`src/rtl/fmul_share_arb_if.sv`:
```
// rtl/fmul_share_arb_if.sv - requester, multiplier and response signals of the shared FP multiplier
interface fmul_share_arb_if #(
  parameter int NREQ = 4,
  parameter int IDW  = 3
);
  logic [NREQ-1:0]    req_valid;
  logic [NREQ-1:0]    req_ready;
  logic [32*NREQ-1:0] req_a;
  logic [32*NREQ-1:0] req_b;
  logic [31:0]        mul_a;
  logic [31:0]        mul_b;
  logic [31:0]        mul_f;
  logic               rsp_valid;
  logic               rsp_ready;
  logic [31:0]        rsp_data;
  logic [IDW-1:0]     rsp_id;
  logic               busy;

  modport slave (
    input  req_valid, req_a, req_b, mul_f, rsp_ready,
    output req_ready, mul_a, mul_b, rsp_valid, rsp_data, rsp_id, busy
  );

  modport master (
    output req_valid, req_a, req_b, mul_f, rsp_ready,
    input  req_ready, mul_a, mul_b, rsp_valid, rsp_data, rsp_id, busy
  );
endinterface

```
`src/rtl/fmul_share_arb.sv`:
```
// rtl/fmul_share_arb.sv - round-robin, credit-limited sharing of one pipelined FP multiplier
module fmul_share_arb #(
  parameter int NREQ       = 4,
  parameter int LAT        = 4,
  parameter int FIFO_DEPTH = 8,
  parameter int IDW        = 3
) (
  input  logic             clk,
  input  logic             rst,
  fmul_share_arb_if.slave  bus
);
  // Stage 0 sits beside the operand register; the last stage lines up with mul_f.
  localparam int NST = LAT + 1;
  localparam int PW  = $clog2(FIFO_DEPTH);
  localparam int CW  = PW + 1;

  logic [IDW-1:0]  rr_q, rr_d;
  logic [31:0]     mul_a_q, mul_b_q;
  logic [NST-1:0]  vld_q;
  logic [IDW-1:0]  id_q [NST];
  logic [IDW+31:0] mem_q [FIFO_DEPTH];
  logic [PW-1:0]   wr_ptr_q, rd_ptr_q;
  logic [CW-1:0]   cnt_q;

  logic [15:0]     inflight, outstanding;
  logic            credit_ok;
  logic            gnt_vld;
  logic [IDW-1:0]  gnt_id;
  logic [NREQ-1:0] ready;
  logic [31:0]     sel_a, sel_b;
  logic            push, pop;

  // A pop this cycle is deliberately not counted as returned credit.
  always_comb begin
    inflight = '0;
    for (int s = 0; s < NST; s++) begin
      inflight = inflight + 16'(vld_q[s]);
    end
    outstanding = inflight + 16'(cnt_q);
    credit_ok   = outstanding < 16'(FIFO_DEPTH);
  end

  always_comb begin
    gnt_vld = 1'b0;
    gnt_id  = '0;
    for (int k = 0; k < NREQ; k++) begin
      for (int i = 0; i < NREQ; i++) begin
        if (!gnt_vld && rst && credit_ok && bus.req_valid[i] &&
            (((int'(rr_q) + k) % NREQ) == i)) begin
          gnt_vld = 1'b1;
          gnt_id  = IDW'(i);
        end
      end
    end
  end

  always_comb begin
    ready = '0;
    sel_a = '0;
    sel_b = '0;
    for (int i = 0; i < NREQ; i++) begin
      if (gnt_vld && (gnt_id == IDW'(i))) begin
        ready[i] = 1'b1;
        sel_a    = bus.req_a[32*i +: 32];
        sel_b    = bus.req_b[32*i +: 32];
      end
    end
  end

  always_comb begin
    rr_d = rr_q;
    if (gnt_vld) begin
      rr_d = (gnt_id == IDW'(NREQ - 1)) ? '0 : gnt_id + IDW'(1);
    end
  end

  assign push = vld_q[NST-1];
  assign pop  = (cnt_q != '0) && bus.rsp_ready;

  always_ff @(posedge clk) begin
    if (!rst) begin
      rr_q     <= '0;
      mul_a_q  <= '0;
      mul_b_q  <= '0;
      vld_q    <= '0;
      wr_ptr_q <= '0;
      rd_ptr_q <= '0;
      cnt_q    <= '0;
    end else begin
      rr_q  <= rr_d;
      vld_q <= {vld_q[NST-2:0], gnt_vld};
      if (gnt_vld) begin
        mul_a_q <= sel_a;
        mul_b_q <= sel_b;
      end
      if (push) wr_ptr_q <= wr_ptr_q + PW'(1);
      if (pop)  rd_ptr_q <= rd_ptr_q + PW'(1);
      case ({push, pop})
        2'b10:   cnt_q <= cnt_q + CW'(1);
        2'b01:   cnt_q <= cnt_q - CW'(1);
        default: cnt_q <= cnt_q;
      endcase
    end
  end

  // Payload-only state: qualified by vld_q / cnt_q, so it needs no reset.
  always_ff @(posedge clk) begin
    id_q[0] <= gnt_id;
    for (int s = 1; s < NST; s++) begin
      id_q[s] <= id_q[s-1];
    end
    if (push) mem_q[wr_ptr_q] <= {id_q[NST-1], bus.mul_f};
  end

  assign bus.req_ready = ready;
  assign bus.mul_a     = mul_a_q;
  assign bus.mul_b     = mul_b_q;
  assign bus.rsp_valid = cnt_q != '0;
  assign bus.rsp_data  = mem_q[rd_ptr_q][31:0];
  assign bus.rsp_id    = mem_q[rd_ptr_q][IDW+31:32];
  assign bus.busy      = (inflight != '0) || (cnt_q != '0);
endmodule

```
`src/flat_wrapper.sv`:
```
// flat-port wrapper written by rule: the top's interface ports become plain ports
module fmul_share_arb_flat 
#(
  parameter int NREQ       = 4,
  parameter int LAT        = 4,
  parameter int FIFO_DEPTH = 8,
  parameter int IDW        = 3
)
  (clk, rst, bus_req_valid, bus_req_a, bus_req_b, bus_mul_f, bus_rsp_ready, bus_req_ready, bus_mul_a, bus_mul_b, bus_rsp_valid, bus_rsp_data, bus_rsp_id, bus_busy);
  fmul_share_arb_if #(.NREQ(NREQ), .IDW(IDW)) bus_i ();
  input  logic clk;
  input  logic rst;
  input wire logic [$bits(bus_i.req_valid)-1:0] bus_req_valid;
  input wire logic [$bits(bus_i.req_a)-1:0] bus_req_a;
  input wire logic [$bits(bus_i.req_b)-1:0] bus_req_b;
  input wire logic [$bits(bus_i.mul_f)-1:0] bus_mul_f;
  input wire logic [$bits(bus_i.rsp_ready)-1:0] bus_rsp_ready;
  output wire logic [$bits(bus_i.req_ready)-1:0] bus_req_ready;
  output wire logic [$bits(bus_i.mul_a)-1:0] bus_mul_a;
  output wire logic [$bits(bus_i.mul_b)-1:0] bus_mul_b;
  output wire logic [$bits(bus_i.rsp_valid)-1:0] bus_rsp_valid;
  output wire logic [$bits(bus_i.rsp_data)-1:0] bus_rsp_data;
  output wire logic [$bits(bus_i.rsp_id)-1:0] bus_rsp_id;
  output wire logic [$bits(bus_i.busy)-1:0] bus_busy;
  assign bus_i.req_valid = bus_req_valid;
  assign bus_i.req_a = bus_req_a;
  assign bus_i.req_b = bus_req_b;
  assign bus_i.mul_f = bus_mul_f;
  assign bus_i.rsp_ready = bus_rsp_ready;
  assign bus_req_ready = bus_i.req_ready;
  assign bus_mul_a = bus_i.mul_a;
  assign bus_mul_b = bus_i.mul_b;
  assign bus_rsp_valid = bus_i.rsp_valid;
  assign bus_rsp_data = bus_i.rsp_data;
  assign bus_rsp_id = bus_i.rsp_id;
  assign bus_busy = bus_i.busy;
  fmul_share_arb #(.NREQ(NREQ), .LAT(LAT), .FIFO_DEPTH(FIFO_DEPTH), .IDW(IDW)) u_core (.clk(clk), .rst(rst), .bus(bus_i));
endmodule
```
`config.mk`:
```
export PLATFORM = sky130hd
export DESIGN_NAME = fmul_share_arb_flat
export DESIGN_NICKNAME = d
export VERILOG_FILES = /design/src/rtl/fmul_share_arb_if.sv /design/src/rtl/fmul_share_arb.sv /design/src/flat_wrapper.sv
export SDC_FILE = /design/constraint.sdc
export NUM_CORES = 1
export LEC_CHECK = 0
export CORE_UTILIZATION = 50
export CTS_BUF_LIST = sky130_fd_sc_hd__clkbuf_4 sky130_fd_sc_hd__clkbuf_8 sky130_fd_sc_hd__clkbuf_16
export CTS_CLUSTER_SIZE = 14
export DETAILED_ROUTE_END_ITERATION = 16
export MAX_ROUTING_LAYER = met4
export PLACE_DENSITY = 0.82
export SLEW_MARGIN = 30
export SYNTH_ARGS = -nofsm -noshare
export SYNTH_HDL_FRONTEND = slang
export SYNTH_SLANG_ARGS = --single-unit
```
`constraint.sdc`:
```
create_clock -name clk -period 8.85 [get_ports clk]
set_input_delay 2.655 -clock clk [delete_from_list [all_inputs] [get_ports clk]]
set_output_delay 2.655 -clock clk [all_outputs]
set_load 0.03 [all_outputs]
```
==> results.py, run 1 <==
metrics = {
    "finish": {
        "syn2layout_area_growth_pct": 35.74,
        "layout-drive-gt1-share_pct": 17.31,
        "fill_cells": 2066,
        "final_cells": 1831,
        "nNetsFinal": 1709,
    },
    "setup_path": {
        "worst-path-buf-inv": 3,
        "crit_family": "buffers and inverters",
        "crit_chain": "clkdlybuf4s50_1, nand2b_1, a21oi_1, a211oi_1, and3_1, ha_4, inv_1, nor2_1, clkdlybuf4s50_1",
        "cp_data_required_time_ns": 6.20,
        "crit_type": "input port to primary output",
        "crit_path_top_delay_cell": "clkdlybuf4s50_1",
        "crit_arrival_ns": 5.55,
        "crit_top_cell": "clkdlybuf4s50_1",
        "startpoint_type": "input port",
        "path_depth": 9,
        "crit_path_max_incr_delay_ns": 0.74,
        "reg2reg_depth": 16,
        "worstPathMaxFanout": 24,
        "worst_setup_path_end_kind": "primary output",
    },
    "logic_synthesis": {
        "synth_area_leaders": "edfxtp_1 52%, dfxtp_1 12%, mux4_2 9.8%",
        "syn_nets": 1324,
        "synth_top_cell_by_area": "edfxtp_1",
        "ys_types": 45,
        "ys_top_cells_by_count": "272 x edfxtp_1, 123 x nand2_1, 94 x dfxtp_1",
        "synth_top_cell_area_share_pct": 52.18,
        "ys.flop_type": "edfxtp_1",
        "yosysWarnings": 0,
        "syn_inst": 1013,
        "synth_edf_count": 272,
        "async_flop_share_pct": 0,
        "synth_seq_cells": 366,
        "yosysSeqAreaShare_pct": 64.20,
        "syn-cell-area_sq_um": 15650,
        "avgSynthCellArea_sq_um": 15.45,
        "yosysMostFrequentCell": "edfxtp_1",
    },
    "detailed_routing": {
        "drc_errors": 0,
        "vias": 10510,
        "drt-wirelength-per-cell_um": 25.08,
        "drtPass1Iterations": 5,
        "viasPerCell": 5.739,
        "drt_first_iter_violations": 886,
        "wl_um": 45920,
        "ant_nets": 0,
    },
    "clock_network": {
        "cts-htree-levels": 2,
        "holdBufCountCts": 0,
        "clk_pin_slew_ns": 0.05,
        "cts_buffers": 38,
        "cts_setup_buffers": 0,
        "cts_tree": "built",
        "cts_resized": 0,
        "cts_max_path_buffers": 3,
        "cts.sinks": 366,
        "cts_root_buffer": "clkbuf_16",
        "clk_latency_ns": 0.53,
    },
    "timing": {
        "rsz0062_at_grt": "false",
        "tightest_slew_ns": 0.9254,
        "finalCritPeriodShare_pct": 92.75,
        "slew_violations": 0,
        "period_minus_slack_ns": 8.208,
        "fmaxAchievable_ghz": 0.1218,
        "setup_viol": 0,
        "slew_headroom_pct": 38.31,
        "finalSetupTns_ns": 0,
        "finalHoldViolations": 0,
        "fin_worst_skew_ns": 0.02290,
        "finalWorstSetupSlack_ns": 0.6420,
    },
    "placement": {
        "finalWeightedCongestion": 0.8540,
        "io_buffers": 398,
        "pre_cts_slack_ns": 0.6388,
        "placed_cells": 1754,
        "post-dp-hpwl_um": 30870,
    },
    "outcome": {
        "status": "finished, final reports clean",
    },
    "global_routing": {
        "gr-total-overflow": 0,
        "grtUsageTotal_pct": 29.08,
        "grt_antenna_before_repair": 10,
        "grt_pass1_wl_um": 64600,
        "grt_max_degree": 83,
        "grt_pass1_vias": 10390,
    },
    "power": {
        "leakage_nw": 7.299,
        "ir_drop_uv": 119.0,
        "power.density_nw_per_um2": 208.0,
    },
    "floorplanning": {
        "io_pins": 400,
        "die_h_um": 178.9,
        "num_rows": 64,
        "die_area_sq_um": 32020,
        "core-area_sq_um": 30670,
        "die_w_um": 178.9,
        "start_util_pct": 51.04,
    },
    "worst_hold_path": {
        "hold_depth": 0,
        "hp-class": "flop to flop",
    },
    "job": {
        "maxCapViolations": 0,
    },
}
-- routing by layer --
metal  share of wire (%)  vias to the layer above  wire length (um)  GRT usage [%]
met1                  38                     5214             17330          35.94
met5                   0                        -                 0              -
met2                  49                      525             22700          45.38
met4                 2.4                        0              1114          9.216
li1                    -                     4704                 -              -
met3                  10                       66              4778          9.394
-- path summary, 6_finish.rpt --
path	endpoint	slack [ns]	startpoint
worst min register to register	u_core.id_q[0][10]$_DFF_P_	0.32	u_core.id_q[0][7]$_DFF_P_
worst max register to register	u_core.bus.mul_b[15]$_SDFFE_PN0P_	3.82	u_core.vld_q[1]$_SDFF_PN0_
worst max-delay path	bus_req_ready[1]	0.64	bus_req_valid[1]
worst min-delay path	u_core.id_q[0][10]$_DFF_P_	0.32	u_core.id_q[0][7]$_DFF_P_
-- cell usage in the layout, fill, tap and decap left out, drive strengths merged, types with 24 or more instances in the layout --
master and n:
a221o 45, clkbuf 48, clkdlybuf4s50 396, dfxtp 94
edfxtp 272, mux2 79, mux2i 48, mux4 68
nand2 123, nand3 24, o21ai 32
-- cell type report --
cell class,count,area [sq um],area share [%]
flip-flops and latches,366,10060,47.34
multi-input cells,558,5216,24.55
repair buffers,417,4119,19.38
clock buffers,48,1074,5.052
well taps,396,495.5,2.332
clock inverters,21,202.7,0.9539
inverters,17,63.81,0.3003
diodes,8,20.02,0.09421
-- flip-flops by register name (all words and copies together) (netlist names), named ones only --
register,flops
u_core.mem_q,272
u_core.bus.mul_a,32
u_core.bus.mul_b,32
u_core.id_q,10
u_core.vld_q,5
u_core.cnt_q,4
u_core.rd_ptr_q,3
u_core.wr_ptr_q,3
u_core.rr_q,2
-- cell families (layout without fill, tap and decap cells) --
kind of cell	count (synthesis)	count (layout)	synth area share, %
flip-flops	366	366	64.20
other	1	9	0.02396
AO/OA/AOI/OAI	146	146	6.978
adder cells (fa/ha/maj)	16	16	1.423
buffers and inverters	89	503	3.045
XOR/XNOR	6	6	0.3357
multiplexers	195	195	18.54
AND/OR/NAND/NOR	194	194	5.459
-- stage by stage --
| stage | instance area [sq um] | power, mW | utilization, % | hold WS (ns) |
|---|---|---|---|---|
| after floorplan | 15650 | 2.433 | - | 0.3096 |
| after global placement | 19950 | 2.823 | 65.05 | 0.3135 |
| after detailed placement | 19950 | 2.832 | 65.06 | 0.3121 |
| after CTS | 21230 | 4.442 | 69.22 | 0.3256 |
| after global routing | 21250 | 4.566 | 69.28 | 0.3397 |
| final | 21250 | 4.419 | 69.28 | 0.3243 |
-- power breakdown --
group / switching, mW / internal [mW]
sequential: 0.0642 / 1.92
clock: 0.656 / 0.955
combinational: 0.429 / 0.395
total: 1.15 / 3.27
Power figures use the tool's default switching activity.
==> run 2, diff against run 1 <==
- CORE_MARGIN: not set -> 2
- GPL_ROUTABILITY_DRIVEN: not set -> 0
==> results.py, run 2 (synthesis gave the netlist of run 1 again) <==
metrics = {
    "detailed_routing": {
        "wl_um": 46850,
        "drt-wirelength-per-cell_um": 25.59,
        "drtPass1Iterations": 5,
        "ant_nets": 0,
        "drt_first_iter_violations": 908,
        "drc_errors": 0,
        "viasPerCell": 5.740,
        "vias": 10510,
    },
    "placement": {
        "pre_cts_slack_ns": 0.9547,
        "io_buffers": 398,
        "placed_cells": 1756,
        "post-dp-hpwl_um": 31910,
    },
    "timing": {
        "finalSetupTns_ns": 0,
        "finalHoldViolations": 0,
        "fin_worst_skew_ns": 0.01603,
        "tightest_slew_ns": 0.9852,
        "slew_violations": 0,
        "finalWorstSetupSlack_ns": 0.9198,
        "slew_headroom_pct": 34.32,
        "hold_ws_ns": 0.3262,
        "fmaxAchievable_ghz": 0.1261,
        "finalCritPeriodShare_pct": 89.61,
        "period_minus_slack_ns": 7.930,
        "rsz0062_at_grt": "false",
        "setup_viol": 0,
    },
    "finish": {
        "final-seq-area_sq_um": 10060,
        "layout-drive-gt1-share_pct": 17.65,
        "fill_cells": 2077,
        "regMostFlops": "u_core.mem_q",
        "mostFrequentLayoutCells": "396 x clkdlybuf4s50_1, 272 x edfxtp_1, 123 x nand2_1",
        "final_cells": 1831,
        "final_common_cell": "clkdlybuf4s50_1",
        "syn2layout_area_growth_pct": 35.89,
        "nNetsFinal": 1711,
        "multi_input_area_sq_um": 5216,
        "largest_reg_flops": 272,
    },
    "power": {
        "finalPower_mw": 4.420,
        "ir_drop_uv": 136.7,
        "power.density_nw_per_um2": 207.8,
        "leakage_nw": 7.310,
    },
    "setup_path": {
        "endpoint": "bus_req_ready[2]",
        "path_depth": 9,
        "cp_data_required_time_ns": 6.20,
        "worst-path-buf-inv": 3,
        "r2r_start": "u_core.vld_q[0]$_SDFF_PN0_",
        "crit_path_max_incr_delay_ns": 0.61,
        "reg2reg_depth": 18,
        "crit_path_top_delay_cell": "clkdlybuf4s50_1",
        "regToRegSetupSlack_ns": 3.81,
        "crit_type": "input port to primary output",
        "crit_top_cell": "clkdlybuf4s50_1",
        "cp-startpoint": "bus_req_valid[1]",
        "crit_arrival_ns": 5.28,
        "r2r-end": "u_core.bus.mul_b[15]$_SDFFE_PN0P_",
        "crit_family": "buffers and inverters",
        "crit_chain": "clkdlybuf4s50_1, nand2b_1, a21oi_1, a211oi_1, nand3_1, ha_1, inv_1, nor2_1, clkdlybuf4s50_1",
        "startpoint_type": "input port",
        "worst_setup_path_end_kind": "primary output",
        "worstPathMaxFanout": 15,
    },
    "global_routing": {
        "grt_pass1_vias": 10700,
        "grtUsageTotal_pct": 28.88,
        "grt_pass1_wl_um": 67320,
        "gr-total-overflow": 0,
        "grt_antenna_before_repair": 7,
        "grt.met2_usage_pct": 46.06,
        "grt_max_degree": 83,
        "grt.busiest_layer": "met2",
        "grtUsageMet3_pct": 10.91,
        "use_met1_pct": 34.49,
    },
    "worst_hold_path": {
        "hp-class": "flop to flop",
    },
    "clock_network": {
        "cts_root_buffer": "clkbuf_16",
        "clk_pin_slew_ns": 0.06,
        "clk_latency_ns": 0.53,
        "holdBufCountCts": 0,
        "cts_max_path_buffers": 3,
        "cts_tree": "built",
        "cts_resized": 0,
        "cts_setup_buffers": 0,
        "cts-htree-levels": 2,
        "cts_buffers": 38,
        "cts.sinks": 366,
    },
    "floorplanning": {
        "die_h_um": 180.9,
        "core-area_sq_um": 30750,
        "io_pins": 400,
        "die_w_um": 180.9,
        "num_rows": 64,
        "die_area_sq_um": 32740,
        "start_util_pct": 50.91,
    },
    "outcome": {
        "status": "finished, final reports clean",
    },
    "job": {
        "maxCapViolations": 0,
    },
}
==> run 2: cell count changes in the layout (fill, tap and decap cells not counted), sizes merged <==
cell,change
clkbuf,+2
buf,+2
clkinvlp,+1
diode,-1
inv,-2
clkinv,-2
==> run 2: worst reg2reg max path: cells and delay by family (launching register included) <==
kind	cells	cell delay (ns)
adder cells (fa/ha/maj)	6	1.89
flip-flops	1	0.31
multiplexers	1	0.21
AND/OR/NAND/NOR	5	1.40
buffers and inverters	4	0.73
AO/OA/AOI/OAI	2	0.46
==> run 2: cell type report <==
class                      instances  share of cell area (%)
antenna                            7                 0.08235
timing repair buffer             419                   19.53
clock inverter                    18                  0.9176
tap                              396                   2.329
clock buffer                      50                   5.035
inverter                          17                  0.3000
sequential                       366                   47.29
multi-input combinational        558                   24.52
==> run 2: worst min path at each step <==
stage / start / cells after the start / endpoint / slack (ns)
floorplan: u_core.id_q[0][7]$_DFF_P_ / 0 / u_core.id_q[0][10]$_DFF_P_ / 0.31
global placement: u_core.id_q[0][6]$_DFF_P_ / 0 / u_core.id_q[0][9]$_DFF_P_ / 0.31
detailed placement: u_core.id_q[0][7]$_DFF_P_ / 0 / u_core.id_q[0][10]$_DFF_P_ / 0.31
CTS: u_core.id_q[0][10]$_DFF_P_ / 0 / u_core.id_q[0][13]$_DFF_P_ / 0.33
global route: u_core.id_q[0][6]$_DFF_P_ / 0 / u_core.id_q[0][9]$_DFF_P_ / 0.34
finish: u_core.id_q[0][10]$_DFF_P_ / 0 / u_core.id_q[0][13]$_DFF_P_ / 0.33
==> run 2: power breakdown <==
| group | total (mW) | switching [mW] | internal (mW) |
|---|---|---|---|
| clock network | 1.60 | 0.658 | 0.947 |
| logic | 0.829 | 0.430 | 0.399 |
| registers | 1.99 | 0.0656 | 1.92 |
| total | 4.42 | 1.15 | 3.27 |
==> run 2: routing by layer <==
layer,routed length [um],vias to the layer above
li1,-,4708
met1,17540,5204
met2,23030,535
met3,5180,63
met4,1094,0
met5,0,-
==> run 2: through the flow <==
stage	cell area, sq um	util (%)
floorplan	15650	-
global placement	19950	64.88
detailed placement	19990	65.00
CTS	21250	69.12
global route	21270	69.18
finish	21270	69.18
==> run 3, diff against run 2 <==
- CELL_PAD_IN_SITES_DETAIL_PLACEMENT: not set -> 1
- CELL_PAD_IN_SITES_GLOBAL_PLACEMENT: not set -> 1
- CORE_UTILIZATION: 50 -> 43
- PLACE_DENSITY: 0.82 -> 0.86
- RECOVER_POWER: not set -> 25
==> results.py, run 3 (synthesis gave the netlist of run 1 again) <==
metrics = {
    "timing": {
        "fmaxAchievable_ghz": 0.1279,
        "period_minus_slack_ns": 7.821,
        "slew_headroom_pct": -79.02,
        "tightest_slew_ns": 2.685,
        "setup_viol": 0,
        "slew_violations": 175,
        "finalCritPeriodShare_pct": 88.38,
        "rsz0062_at_grt": "false",
        "finalHoldViolations": 0,
        "finalWorstSetupSlack_ns": 1.029,
        "fin_worst_skew_ns": 0.02082,
        "finalSetupTns_ns": 0,
    },
    "clock_network": {
        "cts-htree-levels": 2,
        "cts_setup_buffers": 0,
        "cts_buffers": 39,
        "cts_root_buffer": "clkbuf_16",
        "cts_max_path_buffers": 3,
        "holdBufCountCts": 0,
        "clk_latency_ns": 0.53,
        "clk_pin_slew_ns": 0.05,
        "cts.sinks": 366,
        "cts_tree": "built",
        "cts_resized": 0,
    },
    "setup_path": {
        "startpoint_type": "input port",
        "crit_path_top_delay_cell": "clkdlybuf4s50_1",
        "reg2reg_depth": 18,
        "crit_arrival_ns": 5.17,
        "crit_family": "buffers and inverters",
        "crit_path_max_incr_delay_ns": 0.61,
        "worst_setup_path_end_kind": "primary output",
        "crit_chain": "clkdlybuf4s50_1, nand2b_1, a21oi_1, a211oi_1, nand3_1, ha_1, inv_1, nor2_1, clkdlybuf4s50_1",
        "worst-path-buf-inv": 3,
        "r2r-end": "u_core.bus.mul_b[5]$_SDFFE_PN0P_",
        "regToRegSetupSlack_ns": 3.74,
        "crit_type": "input port to primary output",
        "worstPathMaxFanout": 15,
        "r2r_start": "u_core.vld_q[0]$_SDFF_PN0_",
        "crit_top_cell": "clkdlybuf4s50_1",
        "cp_data_required_time_ns": 6.20,
    },
    "detailed_routing": {
        "wl_um": 50090,
        "viasPerCell": 5.522,
        "drt-wirelength-per-cell_um": 26.29,
        "drt_first_iter_violations": 579,
        "drtPass1Iterations": 7,
        "ant_nets": 0,
        "vias": 10520,
        "drc_errors": 0,
    },
    "finish": {
        "final_common_cell": "clkdlybuf4s50_1",
        "mostFrequentLayoutCells": "396 x clkdlybuf4s50_1, 272 x edfxtp_1, 123 x nand2_1",
        "largest_reg_flops": 272,
        "nNetsFinal": 1712,
        "fill_cells": 3413,
        "final_cells": 1905,
        "regMostFlops": "u_core.mem_q",
        "syn2layout_area_growth_pct": 36.74,
        "layout-drive-gt1-share_pct": 17.39,
    },
    "worst_hold_path": {
        "hp-start": "u_core.id_q[0][6]$_DFF_P_",
        "hold_depth": 0,
        "hp-class": "flop to flop",
        "whs_endpoint": "u_core.id_q[0][9]$_DFF_P_",
    },
    "floorplanning": {
        "die_h_um": 194.8,
        "die_area_sq_um": 37950,
        "num_rows": 69,
        "start_util_pct": 43.80,
        "io_pins": 400,
        "core-area_sq_um": 35740,
        "die_w_um": 194.8,
    },
    "global_routing": {
        "grt_pass1_wl_um": 72690,
        "gr-total-overflow": 0,
        "grt_antenna_before_repair": 12,
        "grtUsageTotal_pct": 26.75,
        "grt_pass1_vias": 11520,
        "grt_max_degree": 83,
    },
    "power": {
        "ir_drop_uv": 128.6,
        "power.density_nw_per_um2": 210.9,
        "leakage_nw": 7.338,
    },
    "placement": {
        "post-dp-hpwl_um": 34580,
        "pre_cts_slack_ns": 1.040,
        "io_buffers": 398,
        "placed_cells": 1821,
    },
    "job": {
        "maxCapViolations": 5,
    },
    "outcome": {
        "status": "finished, violations left",
        "violations": "max-capacitance violations, max-slew violations",
    },
}
run 3: cell type report:
class | instances | area (sq um) | area share [%]
Inverter | 17 | 63.81 | 0.2981
Timing Repair Buffer | 419 | 4139 | 19.34
Tap cell | 461 | 576.8 | 2.695
Clock inverter | 19 | 234.0 | 1.093
Antenna cell | 12 | 30.03 | 0.1403
Sequential cell | 366 | 10060 | 46.99
Multi-Input combinational cell | 558 | 5199 | 24.29
Clock buffer | 53 | 1105 | 5.161
run 3: report_power, final:
part | switching, mW | leakage, nW | internal (mW)
Combinational | 0.436 | 3.44 | 0.398
Clock | 0.671 | 0.675 | 1.03
Sequential | 0.0620 | 3.23 | 1.92
Total | 1.17 | 7.34 | 3.35
run 3: worst max path at each step:
stage / to / slack [ns] / startpoint / cells after the start
final: bus_req_ready[2] / 1.03 / bus_req_valid[1] / 9
after global routing: bus_req_ready[2] / 0.81 / bus_req_valid[1] / 9
after CTS: bus_req_ready[2] / 1.03 / bus_req_valid[0] / 9
after detailed placement: bus_req_ready[2] / 1.04 / bus_req_valid[0] / 9
after global placement: bus_req_ready[2] / 1.10 / bus_req_valid[1] / 9
after floorplan: bus_req_ready[1] / 1.60 / bus_req_valid[2] / 9
run 3: worst reg2reg max path: stages, from the launching register on:
cell      delay [ns]
dfxtp_1         0.31
ha_1            0.27
inv_1           0.05
fa_1            0.48
inv_1           0.04
ha_1            0.18
fa_1            0.46
ha_1            0.28
a31oi_1         0.32
nand2b_1        0.21
nand2_1         0.08
nor3_1          0.40
ha_1            0.25
buf_4           0.23
nor2b_4         0.68
buf_4           0.40
nand2_1         0.10
mux2i_1         0.16
a221o_1         0.14
run 3: through the flow:
step	hold slack (ns)	power (mW)	utilization [%]	instance area [sq um]
6_report	0.3248	4.515	59.89	21410
4_1_cts	0.3271	4.551	59.87	21400
3_5_place_dp	0.3135	2.847	56.12	20060
3_3_place_gp	0.3160	2.821	56.04	20030
5_1_grt	0.3323	4.662	59.89	21410
2_1_floorplan	0.3096	2.433	-	15650
run 3: routing by layer:
layer  track usage (%)  wire, um  up-vias
met2             44.05     25560      399
li1                  -         -     4712
met1             31.33     19100     5313
met3             6.819      3622       95
met5                 -         0        -
met4             11.22      1806        0
